## src/rtl/mem_arbiter_if.sv

```systemverilog
// Requester and RAM signal bundle for mem_arbiter.
// slave = the arbiter; master = the requesters plus the RAM macro around it.
interface mem_arbiter_if #(
   parameter int unsigned ADDR_W = 8,
   parameter int unsigned DATA_W = 16
);
   logic [2:0]          req;
   logic [2:0]          we;
   logic [3*ADDR_W-1:0] addr;
   logic [3*DATA_W-1:0] wdata;
   logic [2:0]          gnt;
   logic [2:0]          rvalid;
   logic [DATA_W-1:0]   rdata;
   logic                ram_en;
   logic                ram_we;
   logic [ADDR_W-1:0]   ram_addr;
   logic [DATA_W-1:0]   ram_wdata;
   logic [DATA_W-1:0]   ram_rdata;

   modport master (
      output req, we, addr, wdata, ram_rdata,
      input  gnt, rvalid, rdata, ram_en, ram_we, ram_addr, ram_wdata
   );

   modport slave (
      input  req, we, addr, wdata, ram_rdata,
      output gnt, rvalid, rdata, ram_en, ram_we, ram_addr, ram_wdata
   );
endinterface

```

## src/rtl/mem_arbiter.sv

```systemverilog
// Three-port round-robin arbiter in front of a single-port synchronous RAM,
// with a tag pipeline that steers each read result back to its issuer.
module mem_arbiter #(
   parameter int unsigned ADDR_W   = 8,
   parameter int unsigned DATA_W   = 16,
   parameter int unsigned READ_LAT = 1
) (
   input logic          clk,
   input logic          rst,
   mem_arbiter_if.slave bus
);
   localparam int unsigned NPORT = 3;
   localparam int unsigned ID_W  = 2;

   logic [NPORT-1:0]               gnt_q, gnt_d;
   logic [ID_W-1:0]                ptr_q, ptr_d;
   logic                           ram_en_q, ram_en_d;
   logic                           ram_we_q, ram_we_d;
   logic [ADDR_W-1:0]              ram_addr_q, ram_addr_d;
   logic [DATA_W-1:0]              ram_wdata_q, ram_wdata_d;
   logic [ID_W-1:0]                cmd_id_q, cmd_id_d;
   logic [READ_LAT-1:0]            tag_vld_q, tag_vld_d;
   logic [READ_LAT-1:0][ID_W-1:0]  tag_id_q, tag_id_d;
   logic [NPORT-1:0]               rvalid_q, rvalid_d;
   logic [DATA_W-1:0]              rdata_q, rdata_d;

   logic [NPORT-1:0] elig;
   logic [ID_W-1:0]  ptr_eff, ord0, ord1, ord2, win;
   logic             found;

   function automatic logic [ID_W-1:0] inc3(input logic [ID_W-1:0] p);
      return (p >= ID_W'(2)) ? ID_W'(0) : ID_W'(p + ID_W'(1));
   endfunction

   // Round-robin pick; a port whose grant is showing sits out this cycle
   always_comb begin
      elig    = bus.req & ~gnt_q;
      ptr_eff = (ptr_q == ID_W'(3)) ? ID_W'(0) : ptr_q;
      ord0    = ptr_eff;
      ord1    = inc3(ord0);
      ord2    = inc3(ord1);
      found   = 1'b1;
      win     = ord0;
      if (elig[ord0])      win = ord0;
      else if (elig[ord1]) win = ord1;
      else if (elig[ord2]) win = ord2;
      else                 found = 1'b0;
   end

   // Command register and read-tag pipeline next state
   always_comb begin
      gnt_d       = '0;
      ptr_d       = ptr_eff;
      ram_en_d    = found;
      ram_we_d    = 1'b0;
      ram_addr_d  = ram_addr_q;
      ram_wdata_d = ram_wdata_q;
      cmd_id_d    = cmd_id_q;
      tag_vld_d   = tag_vld_q;
      tag_id_d    = tag_id_q;
      rvalid_d    = '0;
      rdata_d     = rdata_q;

      if (found) begin
         gnt_d       = NPORT'(NPORT'(1) << win);
         ptr_d       = inc3(win);
         ram_we_d    = bus.we[win];
         ram_addr_d  = bus.addr[win*ADDR_W +: ADDR_W];
         ram_wdata_d = bus.wdata[win*DATA_W +: DATA_W];
         cmd_id_d    = win;
      end

      tag_vld_d[0] = ram_en_q & ~ram_we_q;
      tag_id_d[0]  = cmd_id_q;
      for (int i = 1; i < int'(READ_LAT); i++) begin
         tag_vld_d[i] = tag_vld_q[i-1];
         tag_id_d[i]  = tag_id_q[i-1];
      end

      // Final stage: capture RAM data alongside the issuing port's pulse
      if (tag_vld_q[READ_LAT-1]) begin
         rvalid_d = NPORT'(NPORT'(1) << tag_id_q[READ_LAT-1]);
         rdata_d  = bus.ram_rdata;
      end
   end

   always_ff @(posedge clk) begin
      if (rst) begin
         gnt_q       <= '0;
         ptr_q       <= '0;
         ram_en_q    <= 1'b0;
         ram_we_q    <= 1'b0;
         ram_addr_q  <= '0;
         ram_wdata_q <= '0;
         cmd_id_q    <= '0;
         tag_vld_q   <= '0;
         tag_id_q    <= '0;
         rvalid_q    <= '0;
         rdata_q     <= '0;
      end else begin
         gnt_q       <= gnt_d;
         ptr_q       <= ptr_d;
         ram_en_q    <= ram_en_d;
         ram_we_q    <= ram_we_d;
         ram_addr_q  <= ram_addr_d;
         ram_wdata_q <= ram_wdata_d;
         cmd_id_q    <= cmd_id_d;
         tag_vld_q   <= tag_vld_d;
         tag_id_q    <= tag_id_d;
         rvalid_q    <= rvalid_d;
         rdata_q     <= rdata_d;
      end
   end

   assign bus.gnt       = gnt_q;
   assign bus.rvalid    = rvalid_q;
   assign bus.rdata     = rdata_q;
   assign bus.ram_en    = ram_en_q;
   assign bus.ram_we    = ram_we_q;
   assign bus.ram_addr  = ram_addr_q;
   assign bus.ram_wdata = ram_wdata_q;
endmodule

```

## src/flat_wrapper.sv

```systemverilog
// flat-port wrapper written by rule: the top's interface ports become plain ports
module mem_arbiter_flat 
#(
   parameter int unsigned ADDR_W   = 8,
   parameter int unsigned DATA_W   = 16,
   parameter int unsigned READ_LAT = 1
)
  (clk, rst, bus_req, bus_we, bus_addr, bus_wdata, bus_ram_rdata, bus_gnt, bus_rvalid, bus_rdata, bus_ram_en, bus_ram_we, bus_ram_addr, bus_ram_wdata);
  mem_arbiter_if #(.ADDR_W(ADDR_W), .DATA_W(DATA_W)) bus_i ();
  input logic clk;
  input logic rst;
  input wire logic [$bits(bus_i.req)-1:0] bus_req;
  input wire logic [$bits(bus_i.we)-1:0] bus_we;
  input wire logic [$bits(bus_i.addr)-1:0] bus_addr;
  input wire logic [$bits(bus_i.wdata)-1:0] bus_wdata;
  input wire logic [$bits(bus_i.ram_rdata)-1:0] bus_ram_rdata;
  output wire logic [$bits(bus_i.gnt)-1:0] bus_gnt;
  output wire logic [$bits(bus_i.rvalid)-1:0] bus_rvalid;
  output wire logic [$bits(bus_i.rdata)-1:0] bus_rdata;
  output wire logic [$bits(bus_i.ram_en)-1:0] bus_ram_en;
  output wire logic [$bits(bus_i.ram_we)-1:0] bus_ram_we;
  output wire logic [$bits(bus_i.ram_addr)-1:0] bus_ram_addr;
  output wire logic [$bits(bus_i.ram_wdata)-1:0] bus_ram_wdata;
  assign bus_i.req = bus_req;
  assign bus_i.we = bus_we;
  assign bus_i.addr = bus_addr;
  assign bus_i.wdata = bus_wdata;
  assign bus_i.ram_rdata = bus_ram_rdata;
  assign bus_gnt = bus_i.gnt;
  assign bus_rvalid = bus_i.rvalid;
  assign bus_rdata = bus_i.rdata;
  assign bus_ram_en = bus_i.ram_en;
  assign bus_ram_we = bus_i.ram_we;
  assign bus_ram_addr = bus_i.ram_addr;
  assign bus_ram_wdata = bus_i.ram_wdata;
  mem_arbiter #(.ADDR_W(ADDR_W), .DATA_W(DATA_W), .READ_LAT(READ_LAT)) u_core (.clk(clk), .rst(rst), .bus(bus_i));
endmodule
```

## config.mk

```make
export PLATFORM = sky130hd
export DESIGN_NAME = mem_arbiter_flat
export DESIGN_NICKNAME = d
export VERILOG_FILES = /design/src/rtl/mem_arbiter_if.sv /design/src/rtl/mem_arbiter.sv /design/src/flat_wrapper.sv
export SDC_FILE = /design/constraint.sdc
export NUM_CORES = 1
export LEC_CHECK = 0
export ABC_AREA = 1
export BUFFER_PORTS_ARGS = -buffer_cell sky130_fd_sc_hd__buf_2
export CAP_MARGIN = 20
export CELL_PAD_IN_SITES_DETAIL_PLACEMENT = 0
export CELL_PAD_IN_SITES_GLOBAL_PLACEMENT = 1
export CORE_AREA = 2 2 103 105
export DETAILED_ROUTE_END_ITERATION = 8
export DIE_AREA = 0 0 105 107
export PLACE_DENSITY = 0.79
export SLEW_MARGIN = 5
export SYNTH_ARGS = -nofsm -noshare
export SYNTH_HDL_FRONTEND = slang
export SYNTH_SLANG_ARGS = --single-unit
```

## constraint.sdc

```tcl
create_clock -name clk -period 2.12 [get_ports clk]
set_input_delay 0.212 -clock clk [delete_from_list [all_inputs] [get_ports clk]]
set_output_delay 0.212 -clock clk [all_outputs]
set_load 0.01 [all_outputs]
```

Word-level counts from Yosys, hierarchy flattened:

Index checks and enable logic that the tools add are counted.

* bits in registers: 55
* logic and storage cells: 53

* $add $sub $neg: 3
* $lt $le $gt $ge: 7
* equal/unequal tests: 1
* shifts and indexed selects: 4
* mux-type cells: 19
* bitwise logic cells: 6
* reduce and logical (&&, ||, !) cells: 2

Operator list (count)
* $shiftx A48 B7 Y16: 1
* $shiftx A24 B6 Y8: 1
* $mux W2: 8
* $lt A2 B3 Y1 const B: 4
* $bmux W1 S2: 4
* $mux W1: 7
* $add A2 B1 Y2 const B: 3
* $ge A2 B2 Y1 const B: 3
* $shl A1 B2 Y3 const A: 2
* $reduce_or A2 Y1: 2
* $and A3 B3 Y3: 1
* $not A1 Y1: 3
* $not A3 Y3: 1
* $eq A2 B2 Y1 const B: 1
* $and A1 B1 Y1: 1

Logic depth before layout (Yosys ltp):

* depth in word-level cells: 14
* mapped depth: 15

Least setup slack after synthesis:

Ideal clock, no wire load.

* kind: register to register
* from: register u_core.ptr_q[0]
* to: register u_core.ram_addr_q[5], in the netlist u_core.bus.ram_addr[5]
* setup time: 0.119 ns
* arrival: 1.681 ns
* setup slack: 0.320 ns
* stages on the path, launching flop included: 14
* period minus slack after synthesis: 1.800 ns
* cells stage by stage: dfxtp_1 inv_1 ha_1 inv_2 nand2_1 nor2_2 inv_1 nand2_1 nand2_1 nand2_4 clkinv_2 buf_4 nand3_1 a21oi_1

* longest elaborated chain between the ends: 12
* elaborated cells on any way between the ends: 21
* those cells by class: add/sub (2); order compare (2); eq/ne (1); shift (1); mux (15)

Ends and longest elaborated chain
* start: declaration: line mem_arbiter.sv:16 `logic [ID_W-1:0] ptr_q, ptr_d;`
* start signal: assignment: line mem_arbiter.sv:102 `ptr_q <= ptr_d;`
* $eq A2 B2 Y1: line mem_arbiter.sv:38 `ptr_eff = (ptr_q == ID_W'(3)) ? ID_W'(0) : ptr_q;`
* $mux W2 (*): line mem_arbiter.sv:38
* $add A2 B1 Y2 or $ge A2 B2 Y1 (tied branches): line mem_arbiter.sv:32 `return (p >= ID_W'(2)) ? ID_W'(0) : ID_W'(p + ID_W'(1));`
* $mux W2: line mem_arbiter.sv:32
* $add A2 B1 Y2 or $ge A2 B2 Y1 (tied branches): line mem_arbiter.sv:32
* $mux W2: line mem_arbiter.sv:32
* $bmux W1 S2: line mem_arbiter.sv:46 `else if (elig[ord2]) win = ord2;`
* $mux W1 (implied by the code): line mem_arbiter.sv:46
* $mux W2: line mem_arbiter.sv:46
* $mux W2: line mem_arbiter.sv:45 `else if (elig[ord1]) win = ord1;`
* $mux W2: line mem_arbiter.sv:44 `if (elig[ord0]) win = ord0;`
* $shiftx A24 B6 Y8: line mem_arbiter.sv:68 `ram_addr_d = bus.addr[win*ADDR_W +: ADDR_W];`
* end signal: assignment: line mem_arbiter.sv:105 `ram_addr_q <= ram_addr_d;`
* end: declaration: line mem_arbiter.sv:19 `logic [ADDR_W-1:0] ram_addr_q, ram_addr_d;`

Every way passes the cells marked *; elsewhere a longest branch is shown, timed or not. The select of a mux whose other input is x is not followed.
A chain may end at the register's enable or synchronous reset.

Worst setup path after layout:

* from: register u_core.ptr_q[0]
* to: register u_core.ram_addr_q[4], in the netlist u_core.bus.ram_addr[4]

The elaborated chain is that of the path after synthesis.

==> flow_summary.yaml <==
synthesis:
  async_reset_ff_frac: 0
  synth_top_cell_by_area: "dfxtp_1"
  ys.flop_type: "dfxtp_1"
  ys_ff_latch: 55
  synthCells: 462
  yosysTopAreaCellShare: 0.361
  synth.most_common_cell: "inv_1"
  synth_common_cells: "inv_1, nand3_1, nand2_1, dfxtp_1, o21ai_0"
  syn-cell-area_um2: 3050
  ys_warn_count: 0
  synth.distinct_cells: 29
  ys_seq_area_frac: 0.361
  synth_edf_count: 0
  yosys-top-cells-area: "dfxtp_1, nand3_1, inv_1"
  synthesis.nets: 562
  synth.avg_cell_area_um2: 6.61
place:
  dpl_cell_area_um2: 3900
  dp.cells: 727
  io_buffer_count: 143
  gp_congestion: 0.910
  place_ws_ns: 0.0934
  place_hpwl_um: 6900
worst_setup_path:
  cp-start-kind: "flip-flop"
  crit_fanout: 21
  crit_buf_inv: 3
  r2r_start: "u_core.ptr_q[0]"
  r2r_cells: 13
  r2r_end: "u_core.bus.ram_addr[4]"
  r2r_slack_ns: 0.18
  worstPathRequired_ns: 2.36
  crit_chain: "inv_1 -> ha_1 -> inv_2 -> nand3_2 -> nand2_2 -> a21oi_4 -> nand2_2 -> nand2_4 -> nand2_4 -> buf_12 -> nand2_1 -> nand3_1 -> a21oi_1"
  crit_family: "simple AND/OR/NAND/NOR gates"
  cpMaxStageDelayCell: "dfxtp_2"
  critPathKind: "reg -> reg"
  worstSetupEndpointType: "flip-flop"
  critical_path_arrival_ns: 2.18
  slowest_delay_ns: 0.35
pwr:
  internal_power_mw: 3.03
  clkPwrFrac: 0.107
  p_comb_frac: 0.632
  vdd_ir_drop_max_uv: 705
  power_frac_seq: 0.261
  switching_share: 0.487
  leakagePower_nw: 2.30
  switchingPower_mw: 2.87
  p_per_area_nw_per_um2: 1460
route:
  final_antenna_net_count: 0
  drt-wirelength-per-cell_um: 12.4
  vias_per_cell: 4.59
  wl_met3_um: 685
  detail_route.drc_violations: 0
  wl_met1_um: 4370
  drt_iter0_drc: 141
  top_layer_used: "met4"
  met2_length_um: 4010
  drt_wl_total_um: 9130
  dr.pass1.iters: 5
  dr_total_vias: 3385
floorplanning:
  core_area_um2: 10100
  std_cell_rows: 37
  dieHeight_um: 107
  start_util: 0.303
  die_x_um: 105
  io-pin-count: 144
  die_area_um2: 11200
flow_run:
  maxCapViolations: 0
global_route:
  grt_start_max_net_pins: 39
  grt_pass1_wl_um: 14900
  antenna_found_initial: 0
  grt_pass1_vias: 3277
  grt_overflow: 0
  grtUsageTotal: 0.162
sta:
  setup_tns_ns: 0
  setup_viol: 0
  rsz0062_at_grt: "no"
  final_hold_viol_count: 0
  period_minus_slack_ns: 1.94
  relSlewSlack: 0.707
  slew_violations: 0
  max_freq_mhz: 516
  tightest_slew_ns: 0.437
  finClkSkew_ns: 0.0109
  setup_slack_ns: 0.180
  finalCritPeriodShare: 0.915
cts:
  cts_max_level: 2
  cts_root_buf: "clkbuf_8"
  path_clk_slew_ns: 0.10
  cts_sinks: 55
  cts_inserted_buffers: 5
  insertion_delay_ns: 0.31
  clockBufferDepth: 2
  hold_buffers: 0
  tritoncts: "built"
cells_and_area:
  antenna_cells: 0
  utilization: 0.400
  ff_latch_area_um2: 1100
  multi_input_area_um2: 1450
  drive_gt1_frac: 0.329
  final_area_um2: 4040
  final_nets: 700
  syn2layout_area_growth_pct: 32.2
  fill_cells: 1122
  final_cells: 737
min_path:
  min_to: "u_core.bus.rvalid[2]"
  hold_path_class: "in -> reg"
  min_from: "rst"
  hold_depth: 2
status:
  status: "complete, no violations"
cell usage in the layout (no fill, tap or decap), types with 8 or more instances in the layout:
cell / count
a21oi_1: 16
a21oi_2: 8
buf_2: 143
buf_4: 8
dfxtp_1: 54
inv_1: 91
nand2_1: 70
nand2_2: 9
nand3_1: 76
nor2_1: 39
o21ai_0: 42
power by group through the flow:
stage	registers, mW	logic [mW]	clock network, mW
global placement	1.55	3.61	0
floorplan	1.67	2.54	0
finish	1.54	3.73	0.632
global route	1.58	4.22	0.699
detailed placement	1.56	3.65	0
CTS	1.54	3.67	0.663
per-layer routing:
layer	GRT usage	vias up
met1	0.217	1530
met4	0.0343	0
li1	-	1713
met3	0.0328	8
met5	0	-
met2	0.269	134
area by class of cell:
| class | instances | area share |
|---|---|---|
| clock inverters | 2 | 0.00403 |
| clock buffers | 6 | 0.0205 |
| well taps | 136 | 0.0422 |
| inverters | 97 | 0.0905 |
| repair buffers | 155 | 0.210 |
| flip-flops and latches | 55 | 0.273 |
| multi-input cells | 286 | 0.360 |
state kept, by name, summed over array words and instances, names as in the netlist:
signal                flops
u_core.cmd_id_q           2
u_core.bus.ram_wdata     16
u_core.tag_id_q           2
u_core.bus.gnt            3
u_core.bus.ram_addr       8
u_core.bus.ram_we         1
u_core.bus.ram_en         1
u_core.ptr_q              2
u_core.tag_vld_q          1
u_core.bus.rdata         16
u_core.bus.rvalid         3
worst max path at each step:
| stage | start | to | slack (ns) | depth (start not counted) |
|---|---|---|---|---|
| after floorplan | u_core.ptr_q[0] | u_core.bus.ram_addr[5] | 0.32 | 13 |
| after global placement | u_core.ptr_q[0] | u_core.ptr_q[1] | 0.14 | 13 |
| after detailed placement | u_core.ptr_q[0] | u_core.ptr_q[1] | 0.09 | 13 |
| after CTS | u_core.ptr_q[0] | u_core.ptr_q[1] | 0.08 | 13 |
| after global routing | u_core.ptr_q[0] | u_core.bus.ram_wdata[7] | 0.008 | 14 |
| final | u_core.ptr_q[0] | u_core.bus.ram_addr[4] | 0.18 | 13 |
repair_timing:
action	CTS	global route
setup endpoints to repair	0	28
setup buffers	0	2
gates resized for setup	0	5
cells by family after synthesis:
group | share of synthesized area
AND/OR/NAND/NOR | 0.322
buffers and inverters | 0.168
AO/OA/AOI/OAI | 0.133
flip-flops | 0.361
adder cells (fa/ha/maj) | 0.0164
stage by stage:
step / hold slack [ns] / power (mW)
floorplan: 0.288 / 4.21
finish: 0.103 / 5.90
global placement: 0.398 / 5.17
detailed placement: 0.415 / 5.21
global route: 0.111 / 6.50
CTS: 0.0924 / 5.87
Note: power is estimated with default switching activity, not from simulation.
